<file path="src/rtl/instr_mem_loader.sv">
// instr_mem_loader: assembles serial bytes into 24-bit instruction words and writes them to instruction memory
//   CLK        : rising-edge clock
//   reset      : synchronous active-low reset
//   start      : begin a load (honoured in IDLE and DONE only)
//   byte_in    : serial instruction byte, MSB-first within each word
//   byte_valid : byte_in valid; accepted when byte_ready is also 1
//   byte_ready : loader can take a byte (LOAD state only)
//   wr_en      : one-cycle memory write strobe
//   wr_addr    : memory word address
//   wr_data    : assembled instruction word
//   cpu_reset  : holds the core in reset until the load is done
//   busy       : load in progress
//   done       : load completed (level)
//   full_err   : memory filled without seeing HALT_WORD
//   word_count : words written in the current or last load
module instr_mem_loader #(
    parameter logic [23:0] HALT_WORD = 24'h700007,
    parameter int          DEPTH     = 256
) (
    input  logic        CLK,
    input  logic        reset,
    input  logic        start,
    input  logic [7:0]  byte_in,
    input  logic        byte_valid,
    output logic        byte_ready,
    output logic        wr_en,
    output logic [7:0]  wr_addr,
    output logic [23:0] wr_data,
    output logic        cpu_reset,
    output logic        busy,
    output logic        done,
    output logic        full_err,
    output logic [8:0]  word_count
);
    typedef enum logic [1:0] {IDLE, LOAD, WRITE, DONE} state_t;
    localparam logic [7:0] LAST = 8'(DEPTH - 1);
    state_t      state;
    logic [1:0]  byte_idx;
    logic [15:0] acc;
    always_ff @(posedge CLK) begin
        if (!reset) begin
            state      <= IDLE;
            byte_idx   <= 2'd0;
            acc        <= 16'd0;
            byte_ready <= 1'b0;
            wr_en      <= 1'b0;
            wr_addr    <= 8'd0;
            wr_data    <= 24'd0;
            cpu_reset  <= 1'b1;
            busy       <= 1'b0;
            done       <= 1'b0;
            full_err   <= 1'b0;
            word_count <= 9'd0;
        end else begin
            wr_en <= 1'b0;
            case (state)
                IDLE, DONE: if (start) begin
                    state      <= LOAD;
                    wr_addr    <= 8'd0;
                    word_count <= 9'd0;
                    byte_idx   <= 2'd0;
                    full_err   <= 1'b0;
                    done       <= 1'b0;
                    byte_ready <= 1'b1;
                    busy       <= 1'b1;
                    cpu_reset  <= 1'b1;
                end
                LOAD: if (byte_valid) begin
                    acc      <= {acc[7:0], byte_in};
                    byte_idx <= byte_idx + 2'd1;
                    // third byte completes the word; the two earlier bytes sit in acc
                    if (byte_idx == 2'd2) begin
                        state      <= WRITE;
                        wr_data    <= {acc, byte_in};
                        wr_en      <= 1'b1;
                        byte_ready <= 1'b0;
                        byte_idx   <= 2'd0;
                    end
                end
                WRITE: begin
                    word_count <= word_count + 9'd1;
                    // HALT wins over a full memory when both happen on the same write
                    if (wr_data == HALT_WORD || wr_addr == LAST) begin
                        state     <= DONE;
                        done      <= 1'b1;
                        busy      <= 1'b0;
                        cpu_reset <= 1'b0;
                        full_err  <= (wr_data != HALT_WORD);
                    end else begin
                        state      <= LOAD;
                        wr_addr    <= wr_addr + 8'd1;
                        byte_ready <= 1'b1;
                    end
                end
                default: state <= IDLE;
            endcase
        end
    end
endmodule

</file>
<file path="config.mk">
export PLATFORM = sky130hd
export DESIGN_NAME = instr_mem_loader
export DESIGN_NICKNAME = d
export VERILOG_FILES = /design/src/rtl/instr_mem_loader.sv
export SDC_FILE = /design/constraint.sdc
export NUM_CORES = 1
export LEC_CHECK = 0
export ABC_AREA = 0
export CAP_MARGIN = 20
export CORE_MARGIN = 2
export CORE_UTILIZATION = 65
export CTS_CLUSTER_DIAMETER = 150
export CTS_CLUSTER_SIZE = 25
export DETAILED_ROUTE_END_ITERATION = 12
export DONT_BUFFER_PORTS = 1
export GPL_ROUTABILITY_DRIVEN = 1
export PLACE_DENSITY = 0.81
export SYNTH_ARGS = -nofsm -noshare
export SYNTH_HDL_FRONTEND = slang
export SYNTH_SLANG_ARGS = --single-unit
</file>
<file path="constraint.sdc">
create_clock -name CLK -period 2.85 [get_ports CLK]
set_input_delay 0.57 -clock CLK [delete_from_list [all_inputs] [get_ports CLK]]
set_output_delay 0.57 -clock CLK [all_outputs]
set_load 0.03 [all_outputs]
</file>
Yosys cells after proc, flatten, opt, wreduce, memory -nomap -nowiden
Index checks and enable logic that the tools add are counted.
{"block": "classes", "shift": 0, "add_sub_neg": 3, "bitwise_logic": 0, "mul": 0, "n_mux": 27, "n_reduce_logical": 14, "magnitude_cmp": 0, "div": 0, "n_eq_ne": 12}
{"operator": "24-bit by 23-bit == test with 1-bit output (second input constant)", "n": 1}
{"operator": "24-bit by 23-bit inequality test with 1-bit output (second input constant)", "n": 1}
{"operator": "9-bit one-hot mux with 2 select lines", "n": 1}
{"operator": "3-bit AND reduction", "n": 6}
{"operator": "8-bit two-way mux", "n": 2}
{"operator": "8-bit one-hot mux with 2 select lines", "n": 1}
{"operator": "2-bit two-way mux", "n": 7}
{"operator": "2-bit inequality test (second input constant)", "n": 5}
{"operator": "9-bit by 1-bit adder with 9-bit output (second input constant)", "n": 1}
{"operator": "1-bit two-way mux", "n": 9}
{"operator": "9-bit two-way mux", "n": 1}
{"operator": "8-bit by 1-bit adder with 8-bit output (second input constant)", "n": 1}
{"operator": "8-bit == test (second input constant)", "n": 1}
{"operator": "2-bit == test (second input constant)", "n": 3}
{"operator": "1-bit one-hot mux with 2 select lines", "n": 3}
{"operator": "2-bit one-hot mux with 3 select lines", "n": 1}
{"operator": "2-bit one-hot mux with 2 select lines", "n": 1}
{"operator": "2-bit AND reduction", "n": 2}
{"operator": "4-bit AND reduction", "n": 1}
{"operator": "2-bit nonzero test", "n": 2}
{"operator": "1-bit one-hot mux with 3 select lines", "n": 1}
{"operator": "2-bit by 1-bit adder with 2-bit output (second input constant)", "n": 1}
{"operator": "2-bit by 1-bit == test with 1-bit output (second input constant)", "n": 1}
{"operator": "2-bit logical NOT", "n": 1}
{"operator": "other kinds (2)", "n": 2}
{"block": "totals", "latch_bits": 0, "out_inout_bits": 47, "wordCells": 68, "memories": 0, "ram_bits": 0, "mem_bits_ro": 0, "inputBits": 12, "register_bits": 67}

Logic depth before layout (Yosys ltp)
{"block": "logic_depth", "depth_word": 4, "depth_mapped": 9, "depth_no_buf": 7}

Worst setup path after synthesis
Ideal clock, no wire load.
{"block": "synth_path", "kind": "register to register", "startpoint": "register state[0]", "endpoint": "register wr_addr[5]", "path_stages_with_launch": 8, "setup_time_ns": 0.071, "path_buffers": 0, "required_ns": 2.779, "arrival_time_ns": 1.820, "path_slack_ns": 0.959, "period_less_slack_ns": 1.891, "path_cell_list": "dfxtp_1 > inv_1 > ha_1 > mux2i_1 > a41oi_2 > o21ai_2 > or4_1 > a21oi_1"}
{"block": "synth_between", "elab_chain_len": 4, "word_cells_on_any_way": 9, "classes_between": "eq/ne (4); mux (1); reduce/logical (4)"}
{"item": "start, declared", "line": "37", "rtl": "state_t state;"}
{"item": "start signal, assigned", "line": "42", "rtl": "state <= IDLE;"}
{"item": "start signal, assigned", "line": "58", "rtl": "state <= LOAD;"}
{"item": "start signal, assigned", "line": "73", "rtl": "state <= WRITE;"}
{"item": "2-bit == test or 2-bit logical NOT (tied branches)", "line": "56", "rtl": "case (state)"}
{"item": "2-bit OR reduction", "line": "56"}
{"item": "2-bit inequality test (no source line) or 2-bit nonzero test (tied branches)"}
{"item": "3-bit AND reduction (no source line)"}
{"item": "end signal, assigned", "line": "91", "rtl": "wr_addr <= wr_addr + 8'd1;"}
{"item": "end, declared", "line": "27", "rtl": "output logic [7:0] wr_addr,"}
Several ways; a longest one is shown, not always the timed one.
A chain may end at the register's enable or synchronous reset.

Worst setup path in the final report
{"block": "layout_path", "startpoint": "register state[0]", "endpoint": "register wr_addr[7]"}
Same word-level chain as after synthesis.

==> impl_metrics.csv <==
group,metric,value,unit
worst_setup_path,critPathLaunchType,"register",
cells_and_area,nets,341,
logic_synthesis,synth_top_area_frac,0.477,
worst_hold_path,hp-class,"in -> reg",
sta,relSlewSlack,0.621,
clocking,numCtsBuffers,9,
logic_synthesis,async_reset_ff_frac,0,
logic_synthesis,synth_cell_types,40,
sta,fin_crit,2190,ps
worst_setup_path,crit_buf_inv,1,
sta,skew,6.03,ps
logic_synthesis,synthFlopType,"dfxtp_1",
die,dieArea,4870,µm²
logic_synthesis,synth.most_common_cell,"nand2_1",
sta,hold-worst-slack,360,ps
worst_setup_path,end_kind,"register",
worst_setup_path,slowest_stage,"or4_1",
placed_design,portBuffers,0,
logic_synthesis,seq_area_frac_synth,0.477,
sta,setup_viol_count_final,0,
die,initial_core_util,0.688,
logic_synthesis,synthTopCellsByCount,"nand2_1, dfxtp_1, a21boi_0, clkbuf_1",
clocking,clkTransAtPathRegs,60,ps
placed_design,gp_congestion,0.832,
logic_synthesis,syn-num-nets,342,
power,report.power.total,0.00220,W
worst_setup_path,crit_chain,"inv_1, ha_1, mux2i_1, a41oi_2, o21ai_2, or4_1, a21oi_1",
global_routing,grt.total_usage,0.246,
cells_and_area,n_antenna_cell,0,
global_routing,antenna_found_initial,0,
power,power.leakage,1.02,nW
sta,rsz0062_at_grt,"false",
route,drt-initial-drc-count,148,
cells_and_area,layout-drive-gt1-share,0.0673,
route,drt-total-wl,5.83,mm
sta,hold_viol,0,
power,p_per_area,732,nW/µm²
logic_synthesis,ys_seq_elements,67,
worst_hold_path,min_to,"word_count[0]$_SDFFE_PN0P_",
global_routing,grt_max_degree,56,
worst_hold_path,worst_hold_path.num_cells,1,
cells_and_area,fin_util,0.734,
logic_synthesis,syn_area_per_cell,8.65,µm²
worst_setup_path,worst_r2r_path_depth,7,
outcome,outcome,"completed",
clocking,cts_resized,0,
logic_synthesis,synth.area.top_cells,"dfxtp_1, nand2_1, a21boi_0, ha_1, xor2_1",
worst_setup_path,timing.rr.start,"state[0]$_SDFFE_PN0P_",
sta,fin_crit_sh,0.770,
clocking,cts_sinks,67,
route,met3_length,465,µm
worst_setup_path,path_class,"reg -> reg",
worst_hold_path,holdCritStartpoint,"reset",
route,highest_layer,"met4",
sta,worst_pin_slew,563,ps
route,routedWlPerCell,15.5,µm
logic_synthesis,synth_area,2810,µm²
logic_synthesis,synth_edf_count,0,
clocking,clock_latency,340,ps
route,viasPerCell,5.87,
worst_setup_path,rrSetupSlack,660,ps
clocking,root_buffer,"clkbuf_8",
logic_synthesis,yosysTopAreaCell,"dfxtp_1",
clocking,tritoncts,"yes",
clocking,cts_hold_repair.buffers,0,
sta,clock.fmax,456,MHz
worst_setup_path,worstPathArrival,2450,ps
worst_setup_path,r2r-end,"wr_addr[7]$_SDFFE_PN0P_",
logic_synthesis,yosysWarnings,0,
sta,slew_viol_final,0,
die,placement_rows,23,
worst_setup_path,crit_fanout,12,
die,core,4090,µm²
route,wl_met2,2.48,mm
clocking,cts_max_level,3,
sta,tns,0,ps
die,die_w,69.8,µm
route,met1_length,2.79,mm
route,drc,0,
global_routing,grt-ovfl-total,0,
cells_and_area,syn_to_final_growth,6.67,%
die,die_h,69.8,µm
clocking,clock_path_buffers,2,
worst_setup_path,cpLargestDelayFamily,"compound AO/OA/AOI/OAI gates",
worst_setup_path,critPathMaxStageDelay,490,ps
logic_synthesis,syn_inst,325,
run,drv_cap,0,
clocking,cts_setup_buffers,0,
placed_design,hpwl,3.87,mm
die,io_pins,59,
route,first_pass_iters,4,
power,vdd_drop_max,562,µV
route,num_vias,2212,
route,ant_nets,0,
global_routing,grt_pass1_vias,2036,
global_routing,grt_pass1_wl,9.52,mm
worst_setup_path,cp.required,3110,ps
-- cell type report --
class | count | area [µm²]
clock buffers | 12 | 155
clock inverters | 2 | 12.5
fillers | 325 | 1090
inverters | 6 | 22.5
multi-input cells | 236 | 1380
flip-flops and latches | 67 | 1340
well taps | 50 | 62.6
repair buffers | 4 | 30.0
-- per-stage QoR --
stage | instance area [µm²] | instances | setup slack [ps]
after floorplan | 2810 | 325 | 959
after global placement | 2830 | 363 | 774
after detailed placement | 2830 | 363 | 697
after CTS | 3000 | 377 | 679
after global routing | 3000 | 377 | 463
final | 3000 | 377 | 657
-- state kept, by name, indices dropped and copies added (netlist names) --
name / count
wr_data: 24
acc: 16
word_count: 9
wr_addr: 8
byte_idx: 2
state: 2
busy: 1
byte_ready: 1
cpu_reset: 1
done: 1
full_err: 1
wr_en: 1
-- logic make-up after synthesis --
| group | count (synthesis) | share of synthesized area |
|---|---|---|
| xor gates and xnor gates | 6 | 0.0187 |
| adders and majority gates | 5 | 0.0222 |
| DFF | 67 | 0.477 |
| buffers and inverters | 22 | 0.0338 |
| muxes | 4 | 0.0147 |
| AOI/OAI and AO/OA | 76 | 0.193 |
| and+or+nand+nor | 145 | 0.241 |
-- layout by cell type (no fill, tap or decap), types with 2 or more instances in the layout --
cell type and count:
a21boi_0 43, a21oi_1 10, a22oi_1 2, a32oi_1 2, and2_1 6, and4_1 3, buf_4 4, clkbuf_8 11
dfxtp_1 67, ha_1 5, inv_1 6, mux2i_1 3, nand2_1 94, nand3_1 2, nand3b_1 2, nand4_1 6
nor2_1 9, nor2b_1 5, nor4_1 3, o211a_1 2, o21ai_0 10, o31ai_1 2, or3_1 5, or4_1 2
xor2_1 6
-- power by group --
group	leakage (nW)	switching (W)	total (W)	internal, W
logic	0.392	0.000249	0.000402	0.000153
clock network	0.0843	0.000334	0.000687	0.000352
registers	0.542	0.000109	0.00111	0.00100
total	1.02	0.000692	0.00220	0.00151
-- worst max path at each step --
stage	start	to	slack, ps	cells past startpoint
after floorplan	state[0]$_SDFFE_PN0P_	wr_addr[5]$_SDFFE_PN0P_	960	7
after global placement	state[0]$_SDFFE_PN0P_	wr_addr[5]$_SDFFE_PN0P_	770	7
after detailed placement	state[0]$_SDFFE_PN0P_	wr_addr[7]$_SDFFE_PN0P_	700	7
after CTS	state[0]$_SDFFE_PN0P_	wr_addr[7]$_SDFFE_PN0P_	680	7
after global routing	state[0]$_SDFFE_PN0P_	wr_addr[7]$_SDFFE_PN0P_	460	7
final	state[0]$_SDFFE_PN0P_	wr_addr[7]$_SDFFE_PN0P_	660	7
-- metal layers --
| layer | vias up | GRT usage |
|---|---|---|
| met5 | - | 0 |
| met4 | 0 | 0.107 |
| met3 | 11 | 0.103 |
| met2 | 68 | 0.363 |
| met1 | 1020 | 0.314 |
| li1 | 1113 | - |
(Power assumes the default switching activity.)
